<file path="config.mk">
export PLATFORM = sky130hd
export DESIGN_NAME = stopwatch_ctrl
export DESIGN_NICKNAME = d
export VERILOG_FILES = /design/src/rtl/stopwatch_ctrl.sv
export SDC_FILE = /design/constraint.sdc
export NUM_CORES = 1
export LEC_CHECK = 0
export ABC_AREA = 1
export CORE_AREA = 4 4 82 84
export DETAILED_ROUTE_END_ITERATION = 8
export DIE_AREA = 0 0 86 88
export GPL_ROUTABILITY_DRIVEN = 0
export HOLD_SLACK_MARGIN = 0.03
export PLACE_DENSITY_LB_ADDON = 0.3
export SYNTH_ARGS = -nofsm -noshare
export SYNTH_HDL_FRONTEND = slang
export SYNTH_SLANG_ARGS = --single-unit
</file>
<file path="constraint.sdc">
create_clock -name clk -period 1.9 [get_ports clk]
set_input_delay 0.19 -clock clk [delete_from_list [all_inputs] [get_ports clk]]
set_output_delay 0.19 -clock clk [all_outputs]
set_load 0.1 [all_outputs]
</file>
<file path="src/rtl/stopwatch_ctrl.sv">
// Stopwatch front end: button synchronisers and debouncers, plus a start/pause/clear FSM
// that drives Counter's enable and clear and auto-pauses at 99 seconds.
module stopwatch_ctrl #(
  parameter int unsigned DEBOUNCE_CYCLES = 1000000,
  parameter bit          STOP_AT_MAX     = 1'b1
) (
  input  logic       clk,
  input  logic       init_regs_n,
  input  logic       btn_start_stop,
  input  logic       btn_clear,
  input  logic [7:0] time_reading,
  output logic       count_enabled,
  output logic       init_regs,
  output logic       running
);

  localparam int unsigned      CW      = $clog2(DEBOUNCE_CYCLES);
  localparam logic [CW-1:0]    CNT_MAX = CW'(DEBOUNCE_CYCLES - 1);

  typedef enum logic [1:0] {IDLE, RUN, PAUSE} state_t;

  // Bit 0 is start_stop, bit 1 is clear.
  logic [1:0]          s1_q, s2_q, stable_q, stable_prev_q, press_q;
  logic [1:0][CW-1:0]  cnt_q;

  state_t state_q, state_d;
  logic   count_enabled_q, running_q, init_regs_q;
  logic   at_max;

  always_ff @(posedge clk) begin
    if (!init_regs_n) begin
      s1_q          <= '0;
      s2_q          <= '0;
      stable_q      <= '0;
      stable_prev_q <= '0;
      press_q       <= '0;
      cnt_q         <= '0;
    end else begin
      s1_q          <= {btn_clear, btn_start_stop};
      s2_q          <= s1_q;
      stable_prev_q <= stable_q;
      press_q       <= stable_q & ~stable_prev_q;
      for (int unsigned i = 0; i < 2; i++) begin
        if (s2_q[i] != stable_q[i]) begin
          if (cnt_q[i] == CNT_MAX) begin
            stable_q[i] <= s2_q[i];
            cnt_q[i]    <= '0;
          end else begin
            cnt_q[i]    <= cnt_q[i] + CW'(1);
          end
        end else begin
          cnt_q[i] <= '0;
        end
      end
    end
  end

  assign at_max = STOP_AT_MAX && (time_reading == 8'h99);

  // Clear overrides everything; a start_stop press in RUN already lands in PAUSE,
  // so it needs no special priority over auto-pause.
  always_comb begin
    state_d = state_q;
    unique case (state_q)
      IDLE:    if (press_q[0]) state_d = RUN;
      RUN:     if (press_q[0] || at_max) state_d = PAUSE;
      PAUSE:   if (press_q[0]) state_d = RUN;
      default: state_d = IDLE;
    endcase
    if (press_q[1]) state_d = IDLE;
  end

  always_ff @(posedge clk) begin
    if (!init_regs_n) begin
      state_q         <= IDLE;
      count_enabled_q <= 1'b0;
      running_q       <= 1'b0;
      init_regs_q     <= 1'b1;
    end else begin
      state_q         <= state_d;
      count_enabled_q <= (state_d == RUN);
      running_q       <= (state_d == RUN);
      init_regs_q     <= press_q[1];
    end
  end

  assign count_enabled = count_enabled_q;
  assign running       = running_q;
  assign init_regs     = init_regs_q;

endmodule

</file>
; ---- Word level (Yosys, flattened, before mapping)
; Index checks and enable logic that the tools add are counted.
[word_totals]
reg_bits = 54
in_bits = 12
out_inout_bits = 3
word_cells = 37
[classes]
add_sub_neg = 2
eq_ne = 8
n_mux = 4
n_bitwise = 5
n_reduce_logical = 7
[ops]
columns = op, n
row1 = "20-bit by 1-bit adder with 20-bit output, second input constant", 2
row2 = "20-bit equality test, second input constant", 2
row3 = "8-bit equality test, second input constant", 1
row4 = 2-bit two-way mux, 3
row5 = 3-bit OR reduction, 2
row6 = "2-bit by 1-bit equality test with 1-bit output, second input constant", 2
row7 = 2-bit case mux with 2 select lines, 1
row8 = 2-bit AND reduction, 2
row9 = 1-bit NOT, 3
row10 = 2-bit AND, 1
row11 = "2-bit equality test, second input constant", 1
row12 = 2-bit zero test, 1
row13 = 1-bit != test, 2
row14 = 2-bit NOT, 1
row15 = 2-bit OR reduction, 1
row16 = 1-bit logical OR, 1

; ---- Logic depth before layout (Yosys ltp)
[depth]
depth_word = 6
ltp_mapped = 9
ltp_nobuf = 8

; ---- Worst setup path before layout
; Ideal clock, no wire load.
[synth_path]
path_type = reg2out
from = register running_q, in the netlist running
to = output port running
arrival_time_ns = 1.356
required_time_ns = 1.710
slack_ns = 0.354
stages_incl_launch_ff = 2
n_path_buf = 1
path_cell_list = dfxtp_1 buf_4
[synth_lines]
columns = element, line
row1 = from (decl), 27  ; logic count_enabled_q, running_q, init_regs_q;
row2 = from (signal assigned), 82  ; running_q <= (state_d == RUN);
row3 = to (decl), 14  ; output logic running
; No word-level cell between the ends.

; ---- Final worst setup path
[layout_path]
from = register cnt_q[0] (netlist name)
to = register cnt_q[11] (netlist name)
[layout_between]
elab_chain_len = 2
elab_cells_between_ends = 3
classes_between = add/sub (1) / eq/ne (1) / reduce/logical (1)
[layout_rtl]
columns = element, line
row1 = from (decl), 24  ; logic [1:0][CW-1:0] cnt_q;
row2 = "from (signal, indexed assignment)", 49  ; cnt_q[i] <= cnt_q[i] + CW'(1);
row3 = branches (longest 2 deep; another with 20-bit by 1-bit adder with 20-bit output), n/a
; Parallel ways; which one is timed is not known.
; A chain may end at the register's enable or synchronous reset.

==> results by stage <==
Outcome:
- The run finished with clean final reports.

Power:
- The clock network fraction of design power is 39.9%.
- Registers are responsible for 57.2% of the overall power.
- The cell internal power dissipation is 1.57 mW.
- The worst voltage drop across the vdd grid is 356 uV.
- Summed over all nets, the switching power comes to 427 uW.
- The total leakage power is 0.939 nW.
- Per report_power, the combinational group accounts for 2.9% of the total.
- The fraction of power spent switching nets is 21.4%.
- For this design the ratio of total power to cell area is 683 nW/um^2.

Setup path:
- STA puts the critical path data required time at 2.11 ns.
- For this run, the slowest stage of the critical path takes 0.41 ns.
- The data arrival time of the worst path is 1.85 ns.
- The largest delay contributor family on the critical path is simple AND/OR/NAND/NOR gates.
- The most critical setup path has its startpoint at cnt_q[0]$_SDFF_PP0_.
- The worst register-to-register path begins at cnt_q[0]$_SDFF_PP0_.
- The most numerous cell type found on the critical path is nand2_2.
- Traced cell by cell, the critical path runs through ha_1, nand3_2, nor2_2, nand2_2, inv_2, nand2_2, nand2_4, nor2_1.
- Of all nets on the critical path, the largest fanout is 20.
- The critical path capture point type is a register.
- Counting both buffers and inverters, the worst setup path holds a total of 1.
- The worst-path cell with the longest stage delay is dfxtp_1.
- The setup path with the least slack is of type reg -> reg.
- The type of element launching the critical path is a register.

Clock network:
- The H-tree generated during clock tree synthesis spans 2 levels.
- The TritonCTS buffer count is 5.
- CTS saw 54 sinks.
- In this run, post-CTS hold repair placed 0 buffers.
- After clock tree synthesis, the repair step resized 0 gates.
- The TritonCTS clock tree is built.
- Clock-pin slew was measured on the worst setup and hold paths at 0.10 ns.
- The insertion delay of the later-clocked pin in the worst-skew pair is 0.31 ns.
- The tree is rooted in a clkbuf_8.
- Buffers added to address setup during post-CTS repair amount to 0.
- No sink is reached through more buffers than the 2 on the longest clock path.

Synth:
- The number of nets produced by synthesis is 388.
- The warning count from the yosys run is 0.
- The most area-hungry cell type in the Yosys netlist is dfxtp_1.
- The gate count of the mapped netlist is 374.
- The flip-flop and latch count after synthesis is 54.
- Summed over its instances, the top area cell type makes up 41.2% of the synthesized netlist area.
- The cell area after synthesis is 2630 um^2.
- The sequential-to-total area share from yosys stat is 41.2%.
- The synthesized area per cell is 7.02 um^2.
- The count of different cell masters after synthesis is 28.
- Ranked by total cell area, the synthesized netlist is headed by dfxtp_1 41%, nand2_1 13%, nor2_1 11%, inv_1 5.3%, nand3_1 4.8%.

Finish:
- Leaving out fill and tap cells, the most frequent cells in the layout are 92 x nand2_1, 79 x nor2_1, 54 x dfxtp_1, 37 x inv_1, 25 x nand3_1.
- In the final layout, the share of cells above drive strength 1 is 10.5%.
- The area growth from synthesis to layout is 11.3%.
- 0 antenna diodes ended up in the layout.
- The final-stage net count is 405.
- The commonest non-fill, non-tap cell in the layout is nand2_1.

Timing:
- The total setup violations reported at the end of the flow is 0.
- Setup total negative slack on the finished layout was measured at 0 ns.
- The hold violation count in the final report is 0.
- In the finished design, the share of the clock period the worst path needs comes to 86.7%.
- Setup repair after global routing left no endpoint under its margin.
- Based on the critical path, the design can be clocked at up to 607 MHz.
- The final number of max-transition violations is 0.
- The final setup skew is 0.0117 ns.
- At the pin with the least slew margin, the transition time is 0.278 ns.
- The remaining max-slew budget at the tightest pin is 81.4%.
- The final critical delay including setup and external delays is 1.65 ns.
- The tightest hold path in the finished design has a slack of 0.386 ns.

Place:
- The placed wire-length estimate after detailed placement is 3590 um.
- The number of port buffers is 14.

Drt:
- Dividing the detail-routed wire length by the instance count gives 10.2 um.
- The antenna violation net count after detailed routing is 0.
- After detailed routing, the number of remaining DRC violations is 0.
- The first routing iteration left 68 violations.
- The first-pass iteration count of the detailed router is 5.
- The final route contains 2,175 vias.
- Summed over all layers, the routed wires come to 4760 um.
- The ratio of routed vias to standard cells is 4.66.

Floorplan:
- The die covers 7570 um^2.
- The starting density of the core is 44.4%.
- Row generation in the floorplan step produced 28 rows.
- The total core area is 5920 um^2.
- In this run the count of I/O pins placed on the die edge is 15.
- The die extent in y is 88 um.
- Measured along the x axis, the die boundary spans 86 um.

Global routing:
- The via count of the first global-routing pass is 2,136.
- The total track usage is 14.3%.
- Entering global routing, the biggest net connects 21 pins.
- The initial antenna violation count is 0.
- The total congestion overflow is 0.
- The first-pass GRT wire length is 8760 um.

Hold path:
- The worst hold path belongs to the class reg -> reg.
- The startpoint of the worst hold path is stable_prev_q[0]$_SDFF_PN0_.

Run:
- Across the run, the number of max-cap violations was 0.
-- synth_stat cells --
master and count:
ha_1 2, nand2_4 2, xnor2_1 8, or2_0 2, xor2_1 11, nand3b_1 2, nand3_1 25, nand3_2 3
a21oi_2 1, nor2_1 79, nand2_2 3, nand2_1 92, buf_6 2, nor3_1 2, nor3_2 1, nand4_1 3
o21bai_1 1, inv_2 2, or2_2 2, buf_4 1, nor2_2 12, buf_2 1, a21oi_1 19, buf_12 1
o21ai_0 3, dfxtp_1 54, nor2_4 3, inv_1 37
-- worst register-to-register path, cell delays in order, from the launching register on --
cell and delay, ns:
dfxtp_1 0.41, ha_1 0.31, nand3_2 0.14, nor2_2 0.15, nand2_2 0.09, inv_2 0.07, nand2_2 0.07, nand2_4 0.24
nor2_1 0.09
-- final cells by class --
| cell class | count | area [um^2] |
|---|---|---|
| clock buffer | 5 | 68.8 |
| clock inverter | 3 | 48.8 |
| fill | 591 | 3000 |
| inverter | 39 | 146 |
| multi-input combinational | 276 | 1340 |
| sequential | 54 | 1080 |
| tap | 75 | 93.8 |
| timing repair buffer | 15 | 140 |
-- kinds of logic (layout without fill, tap and decap cells) --
group	Yosys count	in the layout	share of synthesized area, %
and+or+nand+nor	231	231	39.1
xor gates and xnor gates	19	19	6.34
adders and majority gates	2	2	0.953
buffers and inverters	44	62	7.67
DFF	54	54	41.2
AOI/OAI and AO/OA	24	24	4.81
-- power by group through the flow --
stage | registers, mW | logic, mW | clock network (mW)
floorplan | 1.17 | 0.0264 | 0
global placement | 1.17 | 0.0590 | 0
detailed placement | 1.17 | 0.0601 | 0
CTS | 1.14 | 0.0598 | 0.832
global route | 1.14 | 0.0645 | 0.878
finish | 1.14 | 0.0586 | 0.796
-- through the flow --
stage / setup WS, ns / utilization (%) / cells / power (mW) / instance area [um^2]
after floorplan: 0.354 / - / 374 / 1.20 / 2630
after global placement: 0.344 / 47.4 / 459 / 1.23 / 2810
after detailed placement: 0.245 / 47.4 / 459 / 1.23 / 2810
after CTS: 0.244 / 49.4 / 467 / 2.03 / 2920
after global routing: 0.0919 / 49.4 / 467 / 2.08 / 2920
final: 0.253 / 49.4 / 467 / 1.99 / 2920
-- worst paths after layout --
check / to / slack (ns) / cells past startpoint
max: cnt_q[11]$_SDFF_PP0_ / 0.25 / 8
min: press_q[0]$_SDFF_PN0_ / 0.39 / 1
max reg2reg: cnt_q[11]$_SDFF_PP0_ / 0.25 / 8
min reg2reg: press_q[0]$_SDFF_PN0_ / 0.39 / 1
-- routing by layer --
layer	wire, um	GRT usage [%]
met3	201	4.42
met2	2250	25.1
met1	2230	16.1
met5	0	0
met4	77	5.76
-- state kept, by name, summed over array words and instances, names as in the netlist --
register,count
s1_q,2
cnt_q,40
press_q,2
init_regs,1
stable_prev_q,2
stable_q,2
running,1
state_q,2
s2_q,2
(Power assumes the default switching activity.)
==> RTL change: new RTL, same flow settings <==
The parameter `STOP_AT_MAX` goes from 1'b1 to 1'b0.
--- a/src/rtl/stopwatch_ctrl.sv
+++ b/src/rtl/stopwatch_ctrl.sv
@@ -3,5 +3,5 @@
 module stopwatch_ctrl #(
   parameter int unsigned DEBOUNCE_CYCLES = 1000000,
-  parameter bit          STOP_AT_MAX     = 1'b1
+  parameter bit          STOP_AT_MAX     = 1'b0
 ) (
   input  logic       clk,
Check against the original RTL: same outputs for any inputs over 10 cycles, from zero or initial values; that may be too few to reach the edited logic, so the function may still have changed.
==> RTL change against the original RTL <==
- setup slack improved by 84 ps
- design area fell by 4.8%
- routed wire length is 8.9% lower
- sequential cell count did not move
- fmax grew 5.4%
- area after synthesis decreased by 2.5%
- clock skew increased by 3.0 ps
- sequential share of layout area increased by 1.9 points
- global-route usage down 1.5 points
- power decreased by 6.7%
==> RTL change: results (changes against the original RTL) <==
sequential cell count: 54 (unchanged)
Worst Tran Pin Value: 392 ps (+114 ps)
Num CTS Buffers: 5 (unchanged)
DR vias: 2,078 (-4.5%)
CP arrival: 1750 ps (-100 ps)
Setup Buffers After CTS: 0 (unchanged)
routed len/inst: 9.73 um (-4.6%)
Clock Tree Buf Depth: 2 (unchanged)
syn_nets: 374 (-3.6%)
comb_multi_in: 258 (-6.5%)
met1 usage: 15.9% (-0.17 points)
Post-synth top flop: dfxtp_1
DR top layer: met4
initial antenna violation count: 0 (unchanged)
worst ir drop on vdd: 362 uV (+1.9%)
Inverters excl. clock: 43 (+10%)
status: complete, no violations
met3 WL post-DR: 144 um (-28%)
DRC: 0 (unchanged)
synth cell count leaders: 88 x nand2_1, 82 x nor2_1, 54 x dfxtp_1
P_leak: 1.04 nW (+11%)
met1 WL: 2200 um (-1.5%)
nets@finish: 384 (-5.2%)
largest net degree at the start of global routing: 21 (unchanged)
Hold WC Path Type: flop to flop
Clock-cell share: 3.42% (-0.61 points)
Antenna Cells: 0 (unchanged)
GR met3 Demand/Resource: 3.10% (-1.3 points)
post-synthesis async set-or-reset flop share: 0% (unchanged)
number of global-route vias before repair: 1,947 (-8.8%)
area of the multi-input gates: 1270 um^2 (-5.5%)
Tot GR Track Use: 12.8% (-1.5 points)
post-synthesis sequential area ratio: 42.2% (+1.0 points)
buffers added on ports: 6 (-8)
max FFs per register: 40 (unchanged)
clock buffer count: 5 (unchanged)
top post-synthesis cells by area: dfxtp_1 42%, nand2_1 13%, nor2_1 12%
Post-CTS Resized: 0 (unchanged)
Clock transition at path regs: 110 ps
Critical Path Fanout Max: 5 (-75%)
Repair and plain buffers: 8 (-7)
non-clock buffer share of cell area: 2.88% (-1.9 points)
Worst Skew: 14.7 ps (+2.96 ps)
YS warnings: 0 (unchanged)
Clk Latency, worst-skew pair: 310 ps (about the same)
global-route wire length before repair: 7940 um (-9.4%)
post-synthesis cell type count: 30 (+7.1%)
share of layout cells above drive strength 1: 9.97% (-0.49 points)
Fillers: 613 (+3.7%)
post-DP HPWL: 3300 um (-7.9%)
M2 GR Usage: 21.5% (-3.6 points)
Pre-Repair DR Iteration Count: 5 (unchanged)
metal2 WL: 1930 um (-14%)
initial DRC count: 83 (+22%)
Seq area share: 38.9% (+1.9 points)
## RTL change: path summary, 6_finish.rpt
| check | end | slack, ps | start | cells past startpoint |
|---|---|---|---|---|
| setup / recovery | cnt_q[32]$_SDFF_PP0_ | 340 | cnt_q[20]$_SDFF_PP0_ | 7 |
| hold / removal | press_q[1]$_SDFF_PN0_ | 390 | stable_prev_q[1]$_SDFF_PN0_ | 1 |
| setup reg to reg | cnt_q[32]$_SDFF_PP0_ | 340 | cnt_q[20]$_SDFF_PP0_ | 7 |
| hold reg to reg | press_q[1]$_SDFF_PN0_ | 390 | stable_prev_q[1]$_SDFF_PN0_ | 1 |
## RTL change: critical path, cell delays in order, from the launching register on
cell	delay, ps
dfxtp_1	370
ha_1	200
nand2_1	80
nor2_1	160
nand2_1	160
nor2_1	260
xor2_1	170
nor2_1	50
## RTL change: kinds of logic after synthesis
family / after synthesis / synth area share [%]
AND/OR/NAND/NOR: 215 / 36.1
flip-flops: 54 / 42.2
buffers and inverters: 48 / 8.21
AO/OA/AOI/OAI: 23 / 6.35
XOR/XNOR: 18 / 6.16
adder cells (fa/ha/maj): 2 / 0.977
## RTL change: report_power, final
part,switching [mW],internal [mW]
registers,0.00288,1.14
clock network,0.405,0.272
logic,0.0260,0.0175
total,0.433,1.43
## RTL change: per-stage QoR
stage / instance area [um^2] / total power, mW / worst slack [ps] / utilization (%) / std cells
finish: 2780 / 1.86 / 336 / 47.0 / 446
CTS: 2780 / 1.90 / 329 / 47.0 / 446
detailed placement: 2690 / 1.21 / 345 / 45.4 / 438
global route: 2780 / 1.93 / 199 / 47.0 / 446
global placement: 2690 / 1.21 / 369 / 45.4 / 438
floorplan: 2560 / 1.20 / 354 / - / 360
